**config.mk**
```make
export PLATFORM = sky130hd
export DESIGN_NAME = fpcvt_seq_ctrl
export DESIGN_NICKNAME = d
export VERILOG_FILES = /design/src/rtl/fpcvt_pkg.sv /design/src/rtl/fpcvt_seq_ctrl_round.sv /design/src/rtl/fpcvt_seq_ctrl.sv
export SDC_FILE = /design/constraint.sdc
export NUM_CORES = 1
export LEC_CHECK = 0
export ABC_CLOCK_PERIOD_IN_PS = 3900
export CORE_MARGIN = 3
export CORE_UTILIZATION = 50
export DETAILED_ROUTE_END_ITERATION = 8
export PLACE_DENSITY = 0.83
export SYNTH_ARGS = -nofsm -noshare
export SYNTH_HDL_FRONTEND = slang
export SYNTH_SLANG_ARGS = --single-unit
```
**constraint.sdc**
```tcl
create_clock -name clk -period 3.9 [get_ports clk]
set_clock_uncertainty 0.2 [all_clocks]
set_input_delay 0.78 -clock clk [delete_from_list [all_inputs] [get_ports clk]]
set_output_delay 0.78 -clock clk [all_outputs]
set_load 0.02 [all_outputs]
```
**src/rtl/fpcvt_pkg.sv**
```systemverilog
// Shared types, widths and helpers for the serial 13-bit to 9-bit float converter.
// The optional saturation counter is enabled with FPCVT_CTRL_STATS_EN.
package fpcvt_pkg;

  localparam int D_W   = 13;
  localparam int MAG_W = 12;
  localparam int E_W   = 3;
  localparam int F_W   = 5;

  localparam logic [E_W-1:0] EXP_MAX = 3'd7;
  localparam logic [F_W-1:0] F_MAX   = 5'b11111;
  localparam logic [D_W-1:0] D_MIN   = 13'h1000;

  typedef enum logic [1:0] {
    ST_IDLE  = 2'd0,
    ST_NORM  = 2'd1,
    ST_ROUND = 2'd2,
    ST_HOLD  = 2'd3
  } fpcvt_state_t;

  // Magnitude of a two's-complement sample; the most negative code clamps to all ones.
  function automatic logic [MAG_W-1:0] abs_clamp(input logic [D_W-1:0] d);
    logic [D_W-1:0] neg;
    neg = (~d) + 13'd1;
    if (d == D_MIN) begin
      abs_clamp = 12'hFFF;
    end else if (d[D_W-1]) begin
      abs_clamp = neg[MAG_W-1:0];
    end else begin
      abs_clamp = d[MAG_W-1:0];
    end
  endfunction

endpackage

```
**src/rtl/fpcvt_seq_ctrl_round.sv**
```systemverilog
// Round-to-nearest (half up) of the normalised magnitude into the 5-bit significand.
// Carry out of the significand bumps the exponent, or saturates at the top exponent.
module fpcvt_seq_ctrl_round
  import fpcvt_pkg::*;
(
  input  logic [5:0]     mag_hi,
  input  logic [E_W-1:0] exp,
  output logic [F_W-1:0] f,
  output logic [E_W-1:0] e,
  output logic           ovf
);

  logic [F_W-1:0] f_raw_s;
  logic           r_s;

  assign f_raw_s = mag_hi[5:1];
  assign r_s     = mag_hi[0];

  // Rounding decision with exponent carry and top-of-range saturation.
  always_comb begin
    f   = f_raw_s;
    e   = exp;
    ovf = 1'b0;
    if (r_s) begin
      if (f_raw_s != F_MAX) begin
        f = f_raw_s + 5'd1;
      end else if (exp != EXP_MAX) begin
        f = 5'b10000;
        e = exp + 3'd1;
      end else begin
        f   = F_MAX;
        e   = EXP_MAX;
        ovf = 1'b1;
      end
    end else begin
      f = f_raw_s;
    end
  end

endmodule

```
**src/rtl/fpcvt_seq_ctrl.sv**
```systemverilog
// Sequencer for the serial 13-bit two's-complement to S/E3/F5 float conversion.
// Defining FPCVT_CTRL_STATS_EN adds the sat_count saturation-event counter.
module fpcvt_seq_ctrl
  import fpcvt_pkg::*;
(
  input  logic           clk,
  input  logic           rst_n,
  input  logic           in_valid,
  input  logic [D_W-1:0] in_d,
  output logic           in_ready,
  output logic           out_valid,
  input  logic           out_ready,
  output logic           out_s,
  output logic [E_W-1:0] out_e,
`ifdef FPCVT_CTRL_STATS_EN
  output logic [F_W-1:0] out_f,
  output logic [7:0]     sat_count
`else
  output logic [F_W-1:0] out_f
`endif
);

  fpcvt_state_t   state_r, state_s;
  logic [MAG_W-1:0] mag_r;
  logic [E_W-1:0] exp_r;
  logic           sign_r;
  logic           accept_s;
  logic           norm_done_s;
  logic [F_W-1:0] rnd_f_s;
  logic [E_W-1:0] rnd_e_s;
  logic           rnd_ovf_s;

  // Gated by rst_n so the port reads 0 while reset is held and 1 right after release.
  assign in_ready    = rst_n & (state_r == ST_IDLE);
  assign accept_s    = in_valid & in_ready;
  assign norm_done_s = mag_r[MAG_W-1] | (exp_r == 3'd0);

  fpcvt_seq_ctrl_round u_round (
    .mag_hi (mag_r[MAG_W-1:MAG_W-6]),
    .exp    (exp_r),
    .f      (rnd_f_s),
    .e      (rnd_e_s),
    .ovf    (rnd_ovf_s)
  );

  // State register.
  always_ff @(posedge clk or negedge rst_n) begin
    if (!rst_n) begin
      state_r <= ST_IDLE;
    end else begin
      state_r <= state_s;
    end
  end

  // Next-state logic.
  always_comb begin
    state_s = state_r;
    case (state_r)
      ST_IDLE: begin
        if (accept_s) state_s = ST_NORM;
        else          state_s = ST_IDLE;
      end
      ST_NORM: begin
        if (norm_done_s) state_s = ST_ROUND;
        else             state_s = ST_NORM;
      end
      ST_ROUND: state_s = ST_HOLD;
      ST_HOLD: begin
        if (out_ready) state_s = ST_IDLE;
        else           state_s = ST_HOLD;
      end
      default: state_s = ST_IDLE;
    endcase
  end

  // Shared magnitude/exponent datapath, normalised one bit per cycle.
  always_ff @(posedge clk or negedge rst_n) begin
    if (!rst_n) begin
      mag_r  <= 12'd0;
      exp_r  <= 3'd0;
      sign_r <= 1'b0;
    end else begin
      case (state_r)
        ST_IDLE: begin
          if (accept_s) begin
            sign_r <= in_d[D_W-1];
            mag_r  <= abs_clamp(in_d);
            exp_r  <= EXP_MAX;
          end
        end
        ST_NORM: begin
          if (!norm_done_s) begin
            mag_r <= {mag_r[MAG_W-2:0], 1'b0};
            exp_r <= exp_r - 3'd1;
          end
        end
        default: begin
          mag_r <= mag_r;
        end
      endcase
    end
  end

  // Result registers: loaded only on ROUND->HOLD, held until the consumer takes them.
  always_ff @(posedge clk or negedge rst_n) begin
    if (!rst_n) begin
      out_valid <= 1'b0;
      out_s     <= 1'b0;
      out_e     <= 3'd0;
      out_f     <= 5'd0;
    end else begin
      case (state_r)
        ST_ROUND: begin
          out_valid <= 1'b1;
          out_s     <= sign_r;
          out_e     <= rnd_e_s;
          out_f     <= rnd_f_s;
        end
        ST_HOLD: begin
          if (out_ready) out_valid <= 1'b0;
        end
        default: begin
          out_valid <= 1'b0;
        end
      endcase
    end
  end

`ifdef FPCVT_CTRL_STATS_EN
  logic sat_r;

  // Saturation flag and event counter; the counter sticks at 255.
  always_ff @(posedge clk or negedge rst_n) begin
    if (!rst_n) begin
      sat_r     <= 1'b0;
      sat_count <= 8'd0;
    end else begin
      if (accept_s) begin
        sat_r <= (in_d == D_MIN);
      end
      if ((state_r == ST_ROUND) && (sat_r || rnd_ovf_s) && (sat_count != 8'hFF)) begin
        sat_count <= sat_count + 8'd1;
      end
    end
  end
`else
  logic unused_ovf;
  assign unused_ovf = rnd_ovf_s;
`endif

endmodule

```
==> reports/qor.yml <==
final_layout:
  design.final.nets: 250
  finalCoreUtilization: 0.662
  final_cells: 271
  diodes: 0
  area_growth_syn_to_layout_pct: 20.8
  layout-drive-gt1-share: 0.0881
synth:
  ys_seq_elements: 28
  avgSynthCellArea_um2: 8.73
  syn-num-nets: 223
  synth_xor_area_frac: 0.0349
  ys.flop_type: "dfrtp_1"
  synth_enable_flop_cells: 0
  syn_area_mm2: 0.00176
  synth_fa_ha_area_frac: 0.0356
  synthSimpleGateAreaFrac: 0.282
  synthArstFlopShare: 1.00
  synthCells: 201
  yosysWarnings: 0
  ys_types: 49
  synth_seq_area_share: 0.399
  synth_compound_gate_area_share: 0.200
  muxShareOfSynthArea: 0.0178
  synth_top_family_by_area: "simple AND/OR/NAND/NOR gates"
sta:
  slew_violations: 0
  setup_tns_ns: 0
  whs_ns: 0.296
  rsz0062_at_grt: "no"
  hold_violations: 0
  worstMarginPinSlew_ns: 0.882
  fmax_mhz: 330
  min_period_over_period: 0.778
  finalSetupViolations: 0
  period_needed_ns: 3.03
  slew_headroom: 0.407
power:
  finalPower_mw: 1.43
  ir_drop_mv: 0.227
  pwr_density_cell_mw_per_mm2: 675
  power.leakage_nw: 0.853
worst_setup_path:
  path_buf_inv: 2
  critPathArrivalTime_ns: 2.05
  worst_setup_path_start_kind: "input port"
  crit_type: "in -> out"
  critPathSlowestCell: "clkdlybuf4s50_1"
  r2r_end: "mag_r[7]$_DFFE_PN0P_"
  crit_start: "rst_n"
  cp_data_required_time_ns: 2.92
  end_kind: "output pin"
  cp_max_fo: 2
  cp_cell_sequence: "clkdlybuf4s50_1 > nor3b_1 > clkdlybuf4s50_1"
  cpPeakStageDelay_ns: 0.63
  crit_top_cell: "clkdlybuf4s50_1"
  r2r_cells: 6
  ff2ff_setup_slack_ns: 1.61
  critPathTopFamily: "buffers and inverters"
  r2r-start: "exp_r[0]$_DFFE_PN0P_"
clocking:
  cts_tree: "built"
  clockBufferDepth: 2
  clk_latency_ns: 0.34
  clock-sinks: 28
  htreeDepth: 1
  postCtsSetupBuffers: 0
  clkTransAtPathRegs_ns: 0.16
  hold_buffers: 0
  cts_made_buffers: 3
  clockRootBuffer: "clkbuf_4"
  cts_resized: 0
drt:
  first_pass_iters: 4
  routed_wl_um: 3760
  drt_iter0_markers: 47
  dr_total_vias: 1550
  ant_nets: 0
  drc: 0
  vias_per_cell: 5.72
  avgRoutedWirePerCell_um: 13.9
grt:
  track_usage: 0.190
  grt_antenna_before_repair: 0
  grt_max_degree: 31
  grt_pass1_wl_um: 6450
  grt_pass1_vias: 1447
  overflow: 0
run_status:
  status: "completed"
die:
  core_area_mm2: 0.00320
  ios: 28
  die-area_mm2: 0.00426
  die_x_um: 65.3
  die_y_um: 65.3
  start_util: 0.548
  row_count: 20
place:
  place_hpwl_um: 2860
  dp.cells: 267
  globalplace.congestion: 0.826
  io_buffer_count: 27
hold_path:
  hold_class: "reg -> reg"
  min_to: "out_s$_DFFE_PN0P_"
  hp-start: "sign_r$_DFFE_PN0P_"
  holdPathStages: 2
job:
  maxCapViolCount: 0
-- power by group --
part,internal (mW),switching [mW]
clock network,0.104,0.0893
registers,0.427,0.130
logic,0.304,0.378
total,0.835,0.597
-- stage by stage --
step                      area [um2]  setup WS (ns)
after CTS                       2120          0.852
after detailed placement        2070          0.786
final                           2120          0.867
after global placement          2070          0.846
after global routing            2120          0.798
after floorplan                 1760           1.54
-- sequential cells by signal (all words and copies together), names as in the netlist --
register	count
mag_r	12
out_f	5
exp_r	3
out_e	3
state_r	2
out_s	1
out_valid	1
sign_r	1
-- metal layers --
layer | wire length (um) | up-vias | share of wire | track usage
met4 | 68 | 0 | 0.018 | 0.0777
li1 | - | 793 | - | -
met1 | 1700 | 712 | 0.45 | 0.241
met2 | 1850 | 41 | 0.49 | 0.331
met5 | 0 | - | 0 | 0
met3 | 138 | 4 | 0.037 | 0.0171
-- cell usage after synthesis, drive strengths merged (3+ instances only) --
library cell | instances | share of area
inv | 7 | 0.015
nor2b | 4 | 0.014
nor4 | 4 | 0.023
nor3 | 5 | 0.014
nand3 | 7 | 0.020
o31ai | 7 | 0.033
nor2 | 18 | 0.038
nand2b | 5 | 0.018
nand4 | 4 | 0.014
nand2 | 27 | 0.058
dfrtp | 28 | 0.40
a31oi | 5 | 0.018
or2 | 4 | 0.014
ha | 5 | 0.036
a22oi | 3 | 0.013
o21ai | 9 | 0.026
o22ai | 3 | 0.011
nor3b | 3 | 0.013
clkbuf | 6 | 0.013
a21oi | 13 | 0.037
xor2 | 5 | 0.025
-- worst register-to-register path: stages, from the launching register on --
cell and delay [ns]:
dfrtp_1 0.46, inv_1 0.10, ha_1 0.22, nor2b_1 0.16, nor3_1 0.73, a22oi_1 0.22, nand3_1 0.13
-- worst max-delay path by stage --
stage / end / cells after the start / slack, ns
2_1_floorplan: mag_r[4]$_DFFE_PN0P_ / 6 / 1.54
3_3_place_gp: mag_r[11]$_DFFE_PN0P_ / 6 / 0.85
3_5_place_dp: mag_r[11]$_DFFE_PN0P_ / 6 / 0.79
4_1_cts: in_ready / 3 / 0.85
5_1_grt: in_ready / 3 / 0.80
6_report: in_ready / 3 / 0.87
-- layout make-up --
cell class,count,area (um2)
Inverter,7,26.3
Multi-Input combinational cell,159,1000
Sequential cell,28,701
Fill cell,305,1080
Clock buffer,3,22.5
Tap cell,44,55.1
Timing Repair Buffer,29,285
Clock inverter,1,30.0
-- cells in the final DEF (no fill, tap or decap), types with 2 or more instances in the layout --
master and count:
a31oi_1 5, a22oi_1 3, nor4_1 3, nand4_1 4, nor2b_1 4, nand2_1 27, or2_2 4, nand3_1 7
o21ai_0 9, nor2_1 18, nor3b_1 3, a21oi_1 13, xor2_1 5, xnor2_1 2, clkdlybuf4s50_1 27, mux2i_1 2
o211ai_1 2, nand2b_1 5, o31ai_1 6, clkbuf_4 3, inv_1 7, buf_4 2, ha_1 5, nor3_1 5
o22ai_1 3, dfrtp_1 28
-- kinds of logic (layout without fill, tap and decap cells) --
group / Yosys count / count (layout)
AND/OR/NAND/NOR: 92 / 92
AO/OA/AOI/OAI: 52 / 52
flip-flops: 28 / 28
buffers and inverters: 14 / 40
XOR/XNOR: 7 / 7
adder cells (fa/ha/maj): 5 / 5
multiplexers: 3 / 3
Power figures use the tool's default switching activity.
==> patch 1, RTL diff (same flow settings) <==
The option `FPCVT_CTRL_STATS_EN` is turned on by a define.
--- a/src/rtl/fpcvt_seq_ctrl.sv
+++ b/src/rtl/fpcvt_seq_ctrl.sv
@@ -1,5 +1,7 @@
 // Sequencer for the serial 13-bit two's-complement to S/E3/F5 float conversion.
 // Defining FPCVT_CTRL_STATS_EN adds the sat_count saturation-event counter.
+`define FPCVT_CTRL_STATS_EN
+
 module fpcvt_seq_ctrl
   import fpcvt_pkg::*;
 (
Formal check against the unedited RTL (old outputs only; new: sat_count): equivalent (Yosys induction, for registers that start in step).
==> patch 1 against the unedited design <==
Design area grew 23%. Power grew 20%. Clock power grew 38%. Sequential cell count grew 9. Synthesized area grew 22%. Critical endpoint unchanged. Die area grew 20%. Worst hold slack lost 16 ps. Setup slack gained 260 ps. Synthesized cell count grew 13%. Wire length grew 14%. Critical path depth is the same. Critical path type unchanged. Via count grew 15%. Combinational power grew 15%.
==> patch 1: results (changes against the unedited design) <==
STA
  • Worst-Margin Slew: 717 ps (-165 ps)

Final layout
  • Seq area share: 35.4% (+2.4 points)
  • Biggest regs: mag_r (12), sat_count (8), out_f (5)
  • Count of multi-input gates: 176 (+11%)

Power
  • Lkg Pwr: 0.00111 uW (+31%)
  • NetSw: 699 uW (+17%)
  • Worst IR drop on VDD: 0.208 mV (-8.3%)

Logic synthesis
  • Sequential share of the synthesized area: 43.1% (+3.2 points)
  • Post-Synth Adder-Cell Area: 3.49% (-0.069 points)
  • Synth Area in Compound Gates: 19.0% (-1.0 points)
  • Synth top area cells: dfrtp_1 (43%), xor2_1 (4.5%), a21oi_1 (4.2%), nand2_1 (4.2%), o21ai_0 (3.7%)

Clocking
  • CTS clk-pin slew, worst paths: 70 ps (-90 ps)
  • Clock Latency Late Sink: 290 ps (-50 ps)
  • CTS buffer count: 5 (+2)
  • H-tree levels: 2 (+1)
  • Root buffer cell: clkbuf_8

Outcome
  • Run status: finished, final reports clean

Global route
  • Met1 Use GR: 23.6% (-0.52 points)
  • Largest net degree at the start of global routing: 39 (+26%)
  • Number of global-route vias before repair: 1,651 (+14%)
  • Met3 usage: 3.93% (+2.2 points)

Setup path
  • Worst r2r dst: sat_count[1]

Place
  • IO Port Bufs: 35 (+30%)

Min path
  • Hold_sp: sat_r
  • Endpoint, Worst Hold: sat_r
## patch 1: changes by cell type in the layout (fill, tap and decap cells not counted), sizes merged, moves of 4 or more
cell,before,now
dfrtp,28,37
clkdlybuf4s50,27,34
nor2,18,14
xor2,5,11
clkbuf,3,7
o31ai,7,3
a21oi,13,18
o21ai,9,16
nand3,7,2
nor3,5,14
## patch 1: cells by family (layout without fill, tap and decap cells)
kind of cell,count (synthesis),after routing
and+or+nand+nor,92,92
AOI/OAI and AO/OA,58,58
DFF,37,37
xor gates and xnor gates,15,15
buffers and inverters,15,49
adders and majority gates,6,6
muxes,5,5
## patch 1: per-stage QoR
stage / cell area [um^2] / total power (uW) / hold WS [ps] / setup WS (ps) / cells
final: 2620 / 1720 / 280 / 1120 / 312
after detailed placement: 2530 / 1470 / 271 / 910 / 305
after global routing: 2620 / 1870 / 304 / 1070 / 312
after CTS: 2620 / 1740 / 287 / 1120 / 312
after global placement: 2530 / 1450 / 261 / 975 / 305
after floorplan: 2150 / 1200 / 239 / 1550 / 228
==> patch 2, RTL diff (config.mk and constraints unchanged) <==
Without the edit above. Re-encode `fpcvt_state_t` (4 states) as one-hot, 4 bits wide.
--- a/src/rtl/fpcvt_pkg.sv
+++ b/src/rtl/fpcvt_pkg.sv
@@ -11,11 +11,11 @@
   localparam logic [F_W-1:0] F_MAX   = 5'b11111;
   localparam logic [D_W-1:0] D_MIN   = 13'h1000;
 
-  typedef enum logic [1:0] {
-    ST_IDLE  = 2'd0,
-    ST_NORM  = 2'd1,
-    ST_ROUND = 2'd2,
-    ST_HOLD  = 2'd3
+  typedef enum logic [3:0] {
+    ST_IDLE  = 4'b0001,
+    ST_NORM  = 4'b0010,
+    ST_ROUND = 4'b0100,
+    ST_HOLD  = 4'b1000
   } fpcvt_state_t;
 
   // Magnitude of a two's-complement sample; the most negative code clamps to all ones.
Behaviour: no difference found for any inputs over 10 cycles, from zero or initial values and one cycle with rst_n low; not proved beyond that.
==> patch 2 against the unedited design <==
Wire length grew 2.4%. Non-clock buffer count is the same. Setup slack lost 28 ps. Synthesized area grew 3.3%. Critical path depth is the same. Highest routed layer unchanged. Sequential cell count grew 2. Critical path type is now reg -> out. Design area grew 2.7%.
Power is not compared: it rests on default switching activity, and its combinational part moved more than twofold at a synthesized area within 25%.
==> patch 2: results (changes against the unedited design) <==
Clocking
  • CTS clk-pin slew, worst paths: 90 ps (-70 ps)
  • CTS buffer count: 5 (+2)
  • H-tree levels: 2 (+1)

Setup path
  • Worst R2R Start: state_r[3]
  • CP Max Fanout: 6 (+4)
  • CP max stage delay: 600 ps (-30 ps)

Detailed routing
  • Final wirelength: 3850 um (+2.4%)
  • Post-Route M1 WL: 1750 um (+2.9%)
  • Met2 WL: 1830 um (-1.2%)
  • Routed wl met3: 188 um (+36%)

Logic synthesis
  • Synth cell types: 46 (-6.1%)
  • Synth top area cells: dfrtp_1 (40%), a211oi_1 (3.7%), nand2_1 (3.7%), ha_1 (3.4%), nor3_1 (3.3%)
  • Sequential share of the synthesized area: 41.4% (+1.5 points)
  • Xor/xnor cell area share of the yosys netlist: 3.38% (-0.11 points)
  • Cell count after synthesis: 199 (-1.0%)
  • Post-Synth Adder-Cell Area: 3.45% (-0.12 points)
  • Synth Area in Compound Gates: 21.1% (+1.1 points)
  • Mux share of post-synthesis cell area: 3.45% (+1.7 points)

Place
  • Dpl cell area: 0.00212 mm^2 (+2.4%)
  • DP Cell Count: 265 (-0.75%)
  • Gpl congestion: 0.795 (-3.7%)

Global route
  • First-pass GRT wire length: 6430 um (-0.33%)
  • Met3 usage: 4.93% (+3.2 points)
  • Largest net degree at the start of global routing: 33 (+6.5%)
  • Met1 Use GR: 24.6% (+0.47 points)
  • Total GRT Usage: 19.5% (+0.53 points)

Min path
  • Hold_sp: out_f[4]

Final layout
  • Biggest regs: mag_r (12), out_f (5), state_r (4)

Outcome
  • Run status: finished, final reports clean
==> patch 2: through the flow <==
stage               worst slack (ps)  hold slack [ps]
detailed placement               843              258
global route                     645              300
CTS                              788              279
finish                           839              272
floorplan                       1550              239
global placement                 841              252
==> patch 2: worst paths after layout <==
| kind | to | slack (ps) | depth (start not counted) |
|---|---|---|---|
| max in group asynchronous | state_r[0] | 2430 | 2 |
| min reg2reg | out_f[4] | 270 | 2 |
| min | out_f[4] | 270 | 2 |
| min in group asynchronous | mag_r[7] | 740 | 2 |
| max reg2reg | mag_r[2] | 1250 | 5 |
| max | in_ready | 840 | 3 |
==> patch 2: worst max-delay path: cells and delay by family, from the launching register on <==
kind,cells,cell delay [ps]
AND/OR/NAND/NOR,2,570
flip-flops,1,590
buffers and inverters,1,600
==> patch 2: final cells by class <==
type                       instances  area, um^2
clock inverter                     1        5.00
sequential                        30         752
inverter                           9        33.8
clock buffer                       7        55.1
multi-input combinational        151         990
tap                               46        57.6
timing repair buffer              29         285
fill                             292        1240
